[config.mk]
export PLATFORM = sky130hd
export DESIGN_NAME = scan_unload_deserializer
export DESIGN_NICKNAME = d
export VERILOG_FILES = /design/src/rtl/scan_pkg.sv /design/src/rtl/scan_sig_misr.sv /design/src/rtl/scan_unload_deserializer.sv
export SDC_FILE = /design/constraint.sdc
export NUM_CORES = 1
export LEC_CHECK = 0
export BUFFER_PORTS_ARGS = -buffer_cell sky130_fd_sc_hd__buf_2
export CAP_MARGIN = 20
export CORE_MARGIN = 10
export CORE_UTILIZATION = 35
export DETAILED_ROUTE_END_ITERATION = 8
export PLACE_DENSITY = 0.69
export SYNTH_ARGS = -nofsm -noshare
export SYNTH_HDL_FRONTEND = slang
export SYNTH_SLANG_ARGS = --single-unit
[constraint.sdc]
create_clock -name clk -period 1.9 [get_ports clk]
set_input_delay 0.19 -clock clk [delete_from_list [all_inputs] [get_ports clk]]
set_output_delay 0.19 -clock clk [all_outputs]
set_load 0.01 [all_outputs]
[src/rtl/scan_pkg.sv]
// Shared definitions for the scan unload path: FSM states, default
// widths/polynomial, and the signature fold/update helpers.
package scan_pkg;

  localparam int          WORD_W_DEF   = 128;
  localparam logic [31:0] SIG_POLY_DEF = 32'h04C1_1DB7;

  typedef enum logic [1:0] {
    IDLE,
    SHIFT,
    HOLD,
    DONE
  } state_t;

  // XOR the four 32-bit slices of an unmasked word together.
  function automatic logic [31:0] sig_fold(input logic [127:0] w);
    return w[31:0] ^ w[63:32] ^ w[95:64] ^ w[127:96];
  endfunction

  // One signature step: shift left, apply polynomial feedback, then fold in the word.
  function automatic logic [31:0] sig_update(input logic [31:0]  sig,
                                             input logic [127:0] w,
                                             input logic [31:0]  poly);
    return {sig[30:0], 1'b0} ^ (sig[31] ? poly : 32'h0) ^ sig_fold(w);
  endfunction

endpackage

[src/rtl/scan_sig_misr.sv]
// 32-bit integrity signature register. It is cleared at the start of an
// unload and updated once per accepted word. At the end of the unload it
// latches a mismatch flag by comparing against the expected value.
module scan_sig_misr
  import scan_pkg::*;
#(
  parameter logic [31:0] POLY = SIG_POLY_DEF
) (
  input  logic         clk,
  input  logic         reset,
  input  logic         clear,
  input  logic         update,
  input  logic [127:0] word,
  input  logic         check,
  input  logic [31:0]  exp_sig,
  output logic [31:0]  sig,
  output logic         err
);

  // Signature and error flag; clear has priority, and update/check never coincide.
  always_ff @(posedge clk) begin
    if (reset) begin
      sig <= '0;
      err <= 1'b0;
    end else if (clear) begin
      sig <= '0;
      err <= 1'b0;
    end else begin
      if (update) sig <= sig_update(sig, word, POLY);
      if (check)  err <= (sig != exp_sig);
    end
  end

endmodule

[src/rtl/scan_unload_deserializer.sv]
// Receive endpoint of the encrypted scan path. It drives shift_en and
// collects scan-out bits LSB-first into words. Each word is unmasked with
// key and handed out on a ready/valid port.
// Optional feature macro SCAN_SIG_EN adds the integrity signature (sig_out/sig_err).
module scan_unload_deserializer
  import scan_pkg::*;
#(
  parameter int          WORD_W   = WORD_W_DEF,
  parameter int          CNT_W    = 8,
  parameter logic [31:0] SIG_POLY = SIG_POLY_DEF
) (
  input  logic              clk,
  input  logic              reset,
  input  logic              start,
  input  logic [CNT_W-1:0]  nwords,
  input  logic              so_in,
  output logic              shift_en,
  input  logic [WORD_W-1:0] key,
  output logic [WORD_W-1:0] word_out,
  output logic              word_valid,
  input  logic              word_ready,
  output logic              busy,
  output logic              done,
  input  logic [31:0]       exp_sig,
  output logic [31:0]       sig_out,
  output logic              sig_err
);

  localparam int BIT_W = $clog2(WORD_W);

  state_t             state, state_next;
  logic [BIT_W-1:0]   bit_cnt;
  logic [CNT_W-1:0]   word_cnt;
  logic [CNT_W-1:0]   nwords_q;
  logic [WORD_W-2:0]  shreg;
  logic [WORD_W-1:0]  assembled;
  logic               start_ok;
  logic               last_bit;
  logic               accept;
  logic               last_word;

  assign start_ok  = (state == IDLE) && start;
  assign last_bit  = (bit_cnt == BIT_W'(WORD_W - 1));
  assign accept    = word_valid && word_ready;
  assign last_word = ((word_cnt + CNT_W'(1)) == nwords_q);
  assign assembled = {so_in, shreg};

  // State register.
  always_ff @(posedge clk) begin
    if (reset) state <= IDLE;
    else       state <= state_next;
  end

  // Next-state logic: shift a word, hold it until accepted, repeat until the count is reached.
  always_comb begin
    state_next = state;
    case (state)
      IDLE:  if (start) state_next = (nwords == '0) ? DONE : SHIFT;
      SHIFT: if (last_bit) state_next = HOLD;
      HOLD:  if (accept) state_next = last_word ? DONE : SHIFT;
      DONE:  state_next = IDLE;
      default: state_next = IDLE;
    endcase
  end

  // Moore outputs decoded from the state.
  always_comb begin
    shift_en = (state == SHIFT);
    busy     = (state != IDLE);
    done     = (state == DONE);
  end

  // Datapath: counters, right-shifting assembly register and the held output word.
  always_ff @(posedge clk) begin
    if (reset) begin
      bit_cnt    <= '0;
      word_cnt   <= '0;
      nwords_q   <= '0;
      shreg      <= '0;
      word_out   <= '0;
      word_valid <= 1'b0;
    end else begin
      case (state)
        IDLE: begin
          if (start) begin
            nwords_q <= nwords;
            bit_cnt  <= '0;
            word_cnt <= '0;
          end
        end
        SHIFT: begin
          shreg   <= assembled[WORD_W-1:1];
          bit_cnt <= bit_cnt + BIT_W'(1);
          if (last_bit) begin
            bit_cnt    <= '0;
            word_out   <= assembled ^ key;
            word_valid <= 1'b1;
          end
        end
        HOLD: begin
          if (accept) begin
            word_valid <= 1'b0;
            word_cnt   <= word_cnt + CNT_W'(1);
          end
        end
        default: ;
      endcase
    end
  end

`ifdef SCAN_SIG_EN
  scan_sig_misr #(
    .POLY(SIG_POLY)
  ) u_misr (
    .clk    (clk),
    .reset  (reset),
    .clear  (start_ok),
    .update (accept),
    .word   (word_out),
    .check  (state == DONE),
    .exp_sig(exp_sig),
    .sig    (sig_out),
    .err    (sig_err)
  );
`else
  logic unused_sig_cfg;
  assign unused_sig_cfg = ^{exp_sig, SIG_POLY};
  assign sig_out = '0;
  assign sig_err = 1'b0;
`endif

endmodule
==> flow_summary.yaml <==
synthesis:
  synth.area.top_cells: "dfxtp_1, a211oi_2, xnor2_1"
  syn_inst: 1324
  synth.distinct_cells: 47
  ys_async_sr_fraction_pct: 0
  yosysTopAreaCell: "dfxtp_1"
  synth_area_mm2: 0.0118
  yosys_warnings: 0
  syn_avg_cell_area_um2: 8.92
  yosysMostFrequentCell: "nand2_1"
  synth_edf_count: 0
  ys.flop_type: "dfxtp_1"
  synth_seq_cells: 281
  ys_seq_area_share_pct: 47.6
  synth_top_area_share_pct: 47.6
  synth_common_cells: "nand2_1, dfxtp_1, a21oi_1"
timing:
  setup_viol: 0
  fmax_ghz: 0.545
  finalCritPeriodShare_pct: 96.6
  hold-worst-slack_ps: 59.3
  final-hold-violation-count: 0
  fin_tns_setup_ps: 0
  fin_crit_ps: 1840
  clock_skew_ps: 15.0
  slew_violations: 0
routing:
  vias_per_cell: 4.76
  remaining_drc_errors: 0
  wl_um: 35200
  drtAntennaViolNets: 0
  via_count: 10531
  drt_iter0_markers: 510
  first_pass_iters: 5
  wire_per_inst_um: 15.9
cells_and_area:
  finish.net_count: 1913
  syn2layout_area_growth_pct: 40.6
  drive_gt1_share_pct: 28.5
  final_cells: 2214
  nFillCells: 2956
cts:
  root_buffer: "clkbuf_16"
  clockBufferDepth: 3
  cts_buffers: 30
  clock_sink_count: 281
  htree_levels: 1
  clock_latency_ps: 560
  clk_pin_slew_ps: 70
  cts_tree: "built"
pwr:
  leakage_nw: 6.14
  vdd_drop_max_v: 0.000683
  power_density_mw_per_mm2: 802
floorplan:
  core_region_area_mm2: 0.0334
  pin_count: 338
  die_w_um: 204
  die_h_um: 204
  rows: 67
  die_area_mm2: 0.0415
  start_util_pct: 35.3
global_routing:
  antenna_found_initial: 4
  grt_max_degree: 57
  grt_usage_pct: 15.6
  grt_pass1_vias: 10638
  grt_first_pass_wirelength_um: 54900
  globalRoute.totalOverflow: 0
critical_path:
  end_kind: "flip-flop"
  slowest_delay_ps: 420
  cp_slowest_cell: "dfxtp_1"
  cp-start-kind: "flip-flop"
  crit_start: "bit_cnt[3]$_SDFFE_PP0P_"
  critical_path_class: "flip-flop to flip-flop"
  crit_buf_inv: 3
  worstReg2RegEnd: "word_out[80]$_SDFFE_PP0P_"
  endpoint: "word_out[80]$_SDFFE_PP0P_"
  required_ps: 2360
  worstReg2RegStart: "bit_cnt[3]$_SDFFE_PP0P_"
  crit_chain: "nand4_1, or2_4, nor2_4, buf_6, buf_12, buf_4, nor2_1, a211oi_2"
  cp_num_cells: 8
  worstPathArrival_ps: 2300
  critPathTopFamily: "simple AND/OR/NAND/NOR gates"
  ff2ff_path_depth: 8
  r2r_slack_ps: 60
  crit_fanout: 7
worst_hold_path:
  hp-class: "input pin to flip-flop"
placement:
  dp_cells: 2000
  gp_congestion: 0.818
  numPortBuffers: 272
  dp.final_hpwl_um: 22600
outcome:
  status: "complete, no violations"
job:
  drv_cap: 0
kinds of logic after synthesis:
kind of cell | share of synthesized area (%)
fa+ha+maj | 0.212
buf+inv | 5.87
mux | 0.0953
simple gates | 16.0
flops | 47.6
other cells | 0.0317
compound gates | 20.1
xor+xnor | 10.0
flip-flops by register name, indices dropped and copies added (netlist names):
name and count:
nwords_q 8, bit_cnt 7, shreg 127, state 2, word_valid 1, word_cnt 8, word_out 128
stage by stage:
step                setup WS (ps)  utilization, %  total power [mW]  instance area (um^2)
floorplan                     231               -              6.66                 11900
global placement             41.5            41.2              6.95                 13800
detailed placement          -3.17            41.2              6.97                 13800
CTS                          10.2            48.9              13.4                 16400
global route                -30.2            49.7              13.8                 16600
finish                       63.9            49.7              13.3                 16600
tightest hold or removal path, cell delays in order:
cell      delay (ps)
buf_2            110
nand4b_1         120
o211a_1          160
placed cells by master (no fill, tap or decap), types with 3 or more instances in the layout:
cell type | Yosys | layout
buf_16 | 0 | 4
clkbuf_16 | 0 | 36
nand4_1 | 4 | 4
bufinv_16 | 0 | 4
o21ai_0 | 12 | 12
clkbuf_8 | 0 | 6
buf_12 | 0 | 18
a311oi_1 | 3 | 3
nor2_1 | 145 | 145
clkinv_2 | 0 | 7
a211oi_2 | 100 | 102
conb_1 | 1 | 33
buf_6 | 1 | 3
nor2b_1 | 5 | 5
a211oi_1 | 28 | 26
inv_1 | 3 | 3
diode_2 | 0 | 4
clkbuf_1 | 50 | 5
dfxtp_1 | 281 | 278
or3_1 | 3 | 3
nor4_1 | 3 | 3
xnor2_1 | 133 | 133
buf_4 | 46 | 33
buf_2 | 26 | 271
nand2_1 | 283 | 283
a21oi_1 | 147 | 147
dlygate4sd3_1 | 0 | 137
a31oi_1 | 3 | 3
nand3_1 | 13 | 13
how the worst min path moves through the flow:
stage / endpoint / start / cells after the start
floorplan: nwords_q[0]$_SDFFE_PP0P_ / nwords[0] / 2
global placement: nwords_q[5]$_SDFFE_PP0P_ / nwords[5] / 3
global route: shreg[116]$_SDFFE_PP0P_ / reset / 2
finish: word_valid$_SDFFE_PP0P_ / word_ready / 3
CTS: word_valid$_SDFFE_PP0P_ / word_ready / 3
detailed placement: nwords_q[5]$_SDFFE_PP0P_ / nwords[5] / 3
area by class of cell:
type / instances / area, um^2 / share of cell area [%]
clock buffers: 42 / 877 / 5.28
flip-flops and latches: 281 / 5630 / 33.9
clock inverters: 14 / 179 / 1.08
multi-input cells: 947 / 5650 / 34.0
well taps: 448 / 561 / 3.37
repair buffers: 474 / 3680 / 22.2
inverters: 4 / 22.5 / 0.136
diodes: 4 / 10.0 / 0.0603
timing repair:
item                                   CTS  global route
cloned                                   2             5
hold buffers                           137             0
setup endpoints to repair               17           106
pin swaps                                1             1
buffers inserted                         5             5
endpoints found under the hold margin  137             0
gates resized for setup                  8            13
power breakdown:
group	internal, mW	leakage [nW]	switching [mW]
registers	5.91	2.27	0.0232
logic	0.536	3.36	0.651
clock network	3.75	0.519	2.45
metal layers:
layer  GRT usage, %  part of all wire (%)  up-vias
li1               -                     -     5214
met1           17.7                    40     4935
met2           27.6                    51      302
met3           3.55                   5.6       80
met4           6.39                   3.7        0
met5              0                     0        -
(Power assumes the default switching activity.)
